**src/rtl/sram_fifo_ctrl_pkg.sv**
```systemverilog
// sram_fifo_ctrl_pkg: shared sizing helpers and output-buffer occupancy states.
package sram_fifo_ctrl_pkg;
  typedef enum logic [1:0] {OCC_EMPTY = 2'd0, OCC_ONE = 2'd1, OCC_TWO = 2'd2} occ_e;
  function automatic int depth_of(input int addr_bits);
    return 1 << addr_bits;
  endfunction
  function automatic int ptr_w(input int addr_bits);
    return addr_bits + 1;
  endfunction
  function automatic int cnt_w(input int addr_bits);
    return addr_bits + 2;
  endfunction
endpackage

```
**src/rtl/sram_fifo_ctrl_outbuf.sv**
```systemverilog
// sram_fifo_ctrl_outbuf: 2-entry skid buffer holding words returned by the SRAM.
module sram_fifo_ctrl_outbuf
  import sram_fifo_ctrl_pkg::*;
#(
  parameter int DATA_WIDTH = 8
) (
  input  logic                  i_clk,
  input  logic                  i_rst_n,
  input  logic                  push,
  input  logic [DATA_WIDTH-1:0] push_data,
  input  logic                  pop,
  output logic                  valid,
  output logic [DATA_WIDTH-1:0] data,
  output logic [1:0]            occ
);
  occ_e state, state_nxt;
  logic [DATA_WIDTH-1:0] head, tail;
  logic [1:0] occ_nxt;
  always_ff @(posedge i_clk or negedge i_rst_n) begin
    if (!i_rst_n) state <= OCC_EMPTY;
    else state <= state_nxt;
  end
  always_comb begin
    occ_nxt = 2'(state) + {1'b0, push} - {1'b0, pop};
    state_nxt = occ_e'(occ_nxt);
  end
  // Data registers need no reset: occupancy alone qualifies them.
  always_ff @(posedge i_clk) begin
    if (pop) head <= (state == OCC_TWO) ? tail : push_data;
    else if (push && state == OCC_EMPTY) head <= push_data;
    if (push && (state == OCC_TWO || (state == OCC_ONE && !pop))) tail <= push_data;
  end
  assign occ = 2'(state);
  assign valid = state != OCC_EMPTY;
  assign data = head;
endmodule

```
**src/rtl/sram_fifo_ctrl.sv**
```systemverilog
// sram_fifo_ctrl: valid/ready FIFO over a 1-cycle-latency SRAM with a 2-word output buffer.
module sram_fifo_ctrl
  import sram_fifo_ctrl_pkg::*;
#(
  parameter int DATA_WIDTH = 8,
  parameter int ADDR_BITS  = 12
) (
  input  logic                  i_clk,
  input  logic                  i_rst_n,
  input  logic                  i_wr_valid,
  output logic                  o_wr_ready,
  input  logic [DATA_WIDTH-1:0] i_wr_data,
  output logic                  o_rd_valid,
  input  logic                  i_rd_ready,
  output logic [DATA_WIDTH-1:0] o_rd_data,
  output logic [ADDR_BITS+1:0]  o_count,
  output logic [ADDR_BITS-1:0]  o_sram_waddr,
  output logic [DATA_WIDTH-1:0] o_sram_wdata,
  output logic                  o_sram_we,
  output logic [ADDR_BITS-1:0]  o_sram_raddr,
  input  logic [DATA_WIDTH-1:0] i_sram_rdata
);
  localparam int DEPTH = depth_of(ADDR_BITS);
  localparam int PTR_W = ptr_w(ADDR_BITS);
  localparam int CNT_W = cnt_w(ADDR_BITS);
  logic [PTR_W-1:0] wr_ptr, rd_ptr, unfetched;
  logic inflight, issue, pop, full;
  logic [1:0] occ;
  assign unfetched = wr_ptr - rd_ptr;
  assign full = unfetched == PTR_W'(DEPTH);
  assign o_wr_ready = i_rst_n & ~full;
  assign o_sram_we = i_wr_valid & o_wr_ready;
  assign o_sram_waddr = wr_ptr[ADDR_BITS-1:0];
  assign o_sram_wdata = i_wr_data;
  assign o_sram_raddr = rd_ptr[ADDR_BITS-1:0];
  assign pop = o_rd_valid & i_rd_ready;
  // Issue only if the word will have a buffer slot when it returns next cycle.
  assign issue = (unfetched != '0) && (({1'b0, occ} + {2'b0, inflight} - {2'b0, pop}) < 3'd2);
  assign o_count = CNT_W'(unfetched) + CNT_W'(inflight) + CNT_W'(occ);
  always_ff @(posedge i_clk or negedge i_rst_n) begin
    if (!i_rst_n) begin
      wr_ptr <= '0;
      rd_ptr <= '0;
      inflight <= 1'b0;
    end else begin
      wr_ptr <= wr_ptr + PTR_W'(o_sram_we);
      rd_ptr <= rd_ptr + PTR_W'(issue);
      inflight <= issue;
    end
  end
  sram_fifo_ctrl_outbuf #(.DATA_WIDTH(DATA_WIDTH)) u_outbuf (
    .i_clk    (i_clk),
    .i_rst_n  (i_rst_n),
    .push     (inflight),
    .push_data(i_sram_rdata),
    .pop      (pop),
    .valid    (o_rd_valid),
    .data     (o_rd_data),
    .occ      (occ)
  );
endmodule
```
**config.mk**
```make
export PLATFORM = sky130hd
export DESIGN_NAME = sram_fifo_ctrl
export DESIGN_NICKNAME = d
export VERILOG_FILES = /design/src/rtl/sram_fifo_ctrl_pkg.sv /design/src/rtl/sram_fifo_ctrl_outbuf.sv /design/src/rtl/sram_fifo_ctrl.sv
export SDC_FILE = /design/constraint.sdc
export NUM_CORES = 1
export LEC_CHECK = 0
export ABC_AREA = 1
export CAP_MARGIN = 20
export CORE_ASPECT_RATIO = 1.75
export CORE_MARGIN = 4
export CORE_UTILIZATION = 46
export CTS_CLUSTER_SIZE = 14
export DETAILED_ROUTE_END_ITERATION = 10
export GPL_TIMING_DRIVEN = 0
export PLACE_DENSITY = 0.77
export SLEW_MARGIN = 20
export SYNTH_ARGS = -nofsm -noshare
export SYNTH_HDL_FRONTEND = slang
export SYNTH_SLANG_ARGS = --single-unit
```
**constraint.sdc**
```tcl
create_clock -name i_clk -period 3.2 [get_ports i_clk]
set_clock_uncertainty 0.1 [all_clocks]
set_input_delay 0.48 -clock i_clk [delete_from_list [all_inputs] [get_ports i_clk]]
set_output_delay 0.48 -clock i_clk [all_outputs]
set_load 0.05 [all_outputs]
```
==> results of run 1 <==
[cell usage in the layout, fill, tap and decap left out, types with 3 or more instances in the layout]
cell	n
a21oi_1	4
a21oi_2	6
buf_2	5
buf_4	87
buf_6	12
clkbuf_16	5
clkdlybuf4s50_1	51
dfrtp_1	20
dfrtp_2	9
edfxtp_1	16
fa_2	3
ha_1	3
ha_4	15
inv_1	55
inv_2	14
mux2_2	8
nand2_1	77
nand2_2	22
nand2_4	6
nand3_1	13
nand3_2	12
nand3_4	6
nand4_1	11
nor2_1	9
nor2_2	15
nor2_4	11
nor3_4	4
xnor2_1	4
xor2_1	20
xor2_2	4
[flip-flops by register name, summed over array words and instances (netlist names)]
register and cells:
wr_ptr 13, rd_ptr 13, inflight 1, u_outbuf.tail 8, u_outbuf.data 8, u_outbuf.occ 2
[worst max-delay path by stage]
stage,endpoint,cells after the start
3_3_place_gp,rd_ptr[12],20
3_5_place_dp,rd_ptr[12],20
6_report,rd_ptr[12],20
2_1_floorplan,wr_ptr[12],25
4_1_cts,wr_ptr[10],25
5_1_grt,rd_ptr[12],22
[through the flow]
stage	cells	cell area [um^2]	hold slack (ns)	TNS, ns
3_5_place_dp	573	4324	0.3834	-15.48
4_1_cts	608	4850	0.1474	-1.866
6_report	640	5395	0.1310	-1.449
2_1_floorplan	419	3541	0.08441	-0.5261
5_1_grt	640	5395	0.1954	-4.736
3_3_place_gp	573	4329	0.3799	-15.58
[worst max-delay path, delay by kind of cell]
kind	cells	cell delay [ns]
buffers and inverters	5	0.51
adders and majority gates	5	1.30
and+or+nand+nor	6	0.63
xor gates and xnor gates	1	0.13
AOI/OAI and AO/OA	3	0.42
[final cells by class]
class | instances | area [um^2] | area share (%)
plain buffers | 33 | 251.5 | 4.661
clock buffers | 5 | 125.1 | 2.319
clock inverters | 3 | 17.52 | 0.3247
inverters | 72 | 275.3 | 5.102
multi-input cells | 269 | 2278 | 42.23
flip-flops and latches | 45 | 1217 | 22.56
well taps | 86 | 107.6 | 1.994
repair buffers | 127 | 1122 | 20.80
[kinds of logic after synthesis]
group           count (synthesis)  share of synthesized area, %
buf+inv                       105                         15.29
xor+xnor                       31                         8.175
compound gates                 12                         1.833
flops                          45                         35.34
mux                             8                         2.639
fa+ha+maj                      23                         9.311
simple gates                  195                         27.42
[routing by layer]
metal	wire (um)	vias to the layer above	share of wire, %	GRT usage [%]
met4	430	0	4.1	11.66
li1	-	1555	-	-
met2	5945	114	57	39.18
met1	3542	1563	34	19.66
met3	447	41	4.3	3.468
met5	0	-	0	0
[repair_timing]
item,in CTS,in global routing
buffers inserted,27,37
resized for setup,131,77
setup endpoints to repair,30,27
pin swaps,29,48
hold buffers,0,0
==> reports/qor.yml, run 1 <==
route:
  drtIter0Drc: 131
  vias: 3273
  routed_wl_mm: 10.37
  via_per_inst: 5.114
  dr.pass1.iters: 5
  detail-route-antenna-nets: 0
  drc: 0
  wire_per_inst_um: 16.20
logic_synthesis:
  synth_area_um2: 3413
  synth_area_leaders: "dfrtp_1, edfxtp_1, nand2_1, buf_4, inv_1"
  synth.top_cells.by_count: "nand2_1, inv_1, buf_4"
  ys_seq_area_share_pct: 35.34
  ys_types: 31
  netlist_instances: 419
  synth_top_cell_by_area: "dfrtp_1"
  ys_ff_latch: 45
  avgSynthCellArea_um2: 8.146
  synth_top_area_share_pct: 21.26
  synthArstFlopShare_pct: 64.44
  yosysMostFrequentCell: "nand2_1"
  synth_top_flop_cell: "dfrtp_1"
  synth_edf_count: 16
  syn_nets: 462
  yosysWarnings: 0
timing:
  maxSlewHeadroom_pct: 46.93
  hold_violations: 0
  fin_crit_ns: 3.376
  drv_slew: 0
  rsz0062_at_grt: "true"
  timing.fmax_mhz: 296.2
  worst_pin_slew_ns: 0.7943
  fin_crit_sh_pct: 105.5
  fin_ws_ns: -0.1756
  finalSetupViolCount: 13
floorplanning:
  core-area_um2: 7233
  rows: 41
  start_util_pct: 47.19
  pin_count: 77
  die_w_um: 73.12
  die_area_um2: 8916
  chipHeight_um: 122.0
place:
  portBuffers: 68
  place_ws_ns: -1.010
  dp_hpwl_mm: 6.356
  gp_congestion: 0.8620
grt:
  grt_pass1_wl_mm: 14.32
  antenna_found_initial: 0
  first_global_vias: 3341
  grt.overflow.total: 0
  grt_max_degree: 31
  grtUsageTotal_pct: 20.52
final_layout:
  drive_gt1_share_pct: 46.93
  antenna_cells: 0
  fin_nets: 596
  fill_cells: 482
  areaGrowthSynthToFinish_pct: 58.06
  final_util_pct: 74.59
clock_network:
  cts_buffers: 5
  cts_buffer_depth: 2
  h-tree-depth: 2
  cts_sinks: 45
  cts_tree: "built"
  clock_latency_ns: 0.29
  clockRootBuffer: "clkbuf_16"
  clk_pin_slew_worst_paths_ns: 0.06
setup_path:
  cp-start-kind: "primary input"
  reg2reg_from: "u_outbuf.occ[0]"
  cpMaxStageDelayCell: "fa_1"
  r2r-end: "rd_ptr[12]"
  worst-path-max-fanout: 2
  timing.critical_path.required_ns: 3.28
  max_stage_delay_ns: 0.54
  cpMostUsedCell: "ha_4"
  crit_type: "primary input to flop"
  rrSetupSlack_ns: -0.17
  r2r_cells: 19
  setup.worst_path.end_class: "flop"
  path_cells: "dlygate4sd2_1 > inv_1 > nor2_2 > ha_1 > inv_2 > ha_4 > inv_2 > fa_1 > inv_1 > a21oi_1 > o21ai_1 > a21oi_2 > ha_4 > ha_4 > nand2_4 > nor3_4 > nand2_2 > nor2_4 > nand3_2 > xnor2_1"
  crit_path_start: "i_rd_ready"
  arrival_ns: 3.45
outcome:
  violations: "setup timing"
  outcome: "finished with violations"
job:
  cap_viol_max_count: 0
worst_hold_path:
  hold_class: "primary input to asynchronous set/reset pin"
Power of run 1 is left out: the tool's default activity adds up to more than one toggle a clock period on the data nets, which glitch-free logic cannot reach.
==> run 2: changes to the inputs <==
--- a/config.mk
+++ b/config.mk
@@ -8,7 +8,7 @@
 export ABC_AREA = 1
 export CAP_MARGIN = 20
 export CORE_ASPECT_RATIO = 1.75
-export CORE_MARGIN = 4
+export CORE_MARGIN = 2
 export CORE_UTILIZATION = 46
 export CTS_CLUSTER_SIZE = 14
 export DETAILED_ROUTE_END_ITERATION = 10
==> reports/qor.yml, run 2 (same netlist as run 1, synthesis figures left out) <==
place:
  place_ws_ns: -0.9557  # +0.05381 ns
  dp_hpwl_mm: 6.220  # -2.1%
  gp_congestion: 0.8674  # +0.63%
  portBuffers: 68  # unchanged
final_layout:
  drive_gt1_share_pct: 49.00  # +2.1 points
  layout_commonest_cell: "buf_4"
  final_cell_mix: "buf_4, nand2_1, inv_1, clkdlybuf4s50_1, nand2_2"
  fin_nets: 593  # -0.50%
  reg_top3: "rd_ptr x13, wr_ptr x13"
  antenna_cells: 0  # unchanged
  areaGrowthSynthToFinish_pct: 60.08
  fill_cells: 437  # -9.3%
clock_network:
  cts_buffer_depth: 2  # unchanged
  clockRootBuffer: "clkbuf_16"
  cts_buffers: 5  # unchanged
  clock_latency_ns: 0.29  # about the same
  cts_hold_buf: 0  # unchanged
  clk_pin_slew_worst_paths_ns: 0.06  # about the same
  cts_tree: "built"
  h-tree-depth: 2  # unchanged
  cts_sinks: 45  # unchanged
outcome:
  outcome: "finished with violations"
  violations: "setup timing"
setup_path:
  arrival_ns: 3.45  # about the same
  reg2reg_from: "rd_ptr[0]"
  rrSetupSlack_ns: -0.17  # about the same
  crit_type: "flop to flop"
  worst-path-max-fanout: 3  # +1
  setup.worst_path.end_class: "flop"
  timing.critical_path.required_ns: 3.28  # about the same
  r2r_cells: 19  # unchanged
  r2r-end: "rd_ptr[6]"
  cp-start-kind: "flop"
route:
  wire_per_inst_um: 16.52  # +2.0%
  vias: 3318  # +1.4%
  drtIter0Drc: 173  # +32%
  detail-route-antenna-nets: 0  # unchanged
  drc: 0  # unchanged
  routed_wl_mm: 10.52  # +1.5%
  via_per_inst: 5.209  # +1.9%
  dr.pass1.iters: 4  # -1
grt:
  grt.overflow.total: 0  # unchanged
  first_global_vias: 3243  # -2.9%
  grt_pass1_wl_mm: 14.11  # -1.4%
  antenna_found_initial: 0  # unchanged
  grt_max_degree: 31  # unchanged
  grtUsageTotal_pct: 21.41  # +0.88 points
floorplanning:
  core-area_um2: 7182  # -0.71%
  pin_count: 77  # unchanged
  start_util_pct: 47.53  # +0.34 points
  die_area_um2: 8152  # -8.6%
  rows: 41  # unchanged
  die_w_um: 69.12  # -5.5%
  chipHeight_um: 118.0  # -3.3%
timing:
  worst_pin_slew_ns: 1.130  # +0.3359 ns
  timing.fmax_mhz: 297.1  # +0.30%
  finalSetupViolCount: 14  # +1
  maxSlewHeadroom_pct: 24.07  # -23 points
  rsz0062_at_grt: "true"
  fin_crit_sh_pct: 105.2  # -0.31 points
  hold_violations: 0  # unchanged
  tns_ns: -1.255  # +0.1937 ns
  fin_ws_ns: -0.1655  # +0.01007 ns
  drv_slew: 0  # unchanged
  fin_crit_ns: 3.366  # -0.01007 ns
  hold_ws_ns: 0.1196  # -0.01143 ns
job:
  cap_viol_max_count: 0  # unchanged
worst_hold_path:
  hold_class: "primary input to asynchronous set/reset pin"
run 2: cell types whose count changed in the layout (fill, tap and decap cells not counted), sizes merged:
cell / previous run / this run
buf: 105 / 102
clkbuf: 7 / 8
clkinv: 4 / 1
dlygate4sd2: 2 / 3
inv: 71 / 72
run 2: what timing repair did:
item / 4_1_cts / 5_1_grt
setup endpoints to repair: 31 / 30
resized for setup: 126 / 101
setup buffers: 23 / 33
pin swaps: 25 / 38
endpoints found under the hold margin: 0 / 0
run 2: worst max path at each step:
| stage | slack [ns] | end | from | cells past startpoint |
|---|---|---|---|---|
| 6_report | -0.17 | rd_ptr[6] | rd_ptr[0] | 19 |
| 5_1_grt | -0.30 | wr_ptr[10] | rd_ptr[1] | 23 |
| 4_1_cts | -0.26 | wr_ptr[10] | wr_ptr[0] | 25 |
| 3_5_place_dp | -0.96 | rd_ptr[12] | i_rd_ready | 20 |
| 3_3_place_gp | -0.81 | rd_ptr[12] | i_rd_ready | 20 |
| 2_1_floorplan | -0.15 | wr_ptr[12] | wr_ptr[0] | 25 |
run 2: layer usage:
metal  global-route usage (%)  wire length, um  up-vias
met4                    11.52              481        0
met5                        0                0        -
met1                    19.75             3566     1585
li1                         -                -     1547
met3                    3.510              517       44
met2                    42.61             5959      142
run 2: critical path: stages (launching register included):
cell,delay (ns)
dfrtp_1,0.42
ha_4,0.19
fa_2,0.37
buf_4,0.17
xnor2_4,0.13
nor2_1,0.17
nand3_2,0.10
nor2_2,0.13
nand3_2,0.09
buf_4,0.15
nor2_4,0.11
a21oi_2,0.10
ha_4,0.20
ha_4,0.17
nand2_4,0.08
nor3_4,0.04
buf_4,0.13
buf_4,0.12
buf_4,0.13
xor2_1,0.13
run 2: stage by stage:
stage | util (%) | instance area [um^2] | std cells
floorplan | - | 3541 | 419
global placement | 60.28 | 4329 | 573
detailed placement | 60.21 | 4324 | 573
CTS | 67.67 | 4860 | 604
global route | 76.08 | 5464 | 637
finish | 76.08 | 5464 | 637
run 2: layout make-up:
| cell class | instances | area [um^2] | area share [%] |
|---|---|---|---|
| multi-input cells | 269 | 2338 | 42.80 |
| flip-flops and latches | 45 | 1217 | 22.28 |
| repair buffers | 124 | 1105 | 20.22 |
| inverters | 72 | 282.8 | 5.175 |
| plain buffers | 33 | 251.5 | 4.603 |
| clock buffers | 7 | 152.6 | 2.794 |
| well taps | 86 | 107.6 | 1.969 |
| clock inverters | 1 | 8.758 | 0.1603 |
Power of run 2 is left out for the same reason.
==> run 3: changes to the inputs <==
--- a/config.mk
+++ b/config.mk
@@ -13,6 +13,7 @@
 export CTS_CLUSTER_SIZE = 14
 export DETAILED_ROUTE_END_ITERATION = 10
 export GPL_TIMING_DRIVEN = 0
+export HOLD_SLACK_MARGIN = 0.08
 export PLACE_DENSITY = 0.77
 export SLEW_MARGIN = 20
 export SYNTH_ARGS = -nofsm -noshare
==> results of run 3 <==
Same layout as run 2: the final DEF is identical, and so are final timing and power.
Power of run 3 is left out for the same reason.
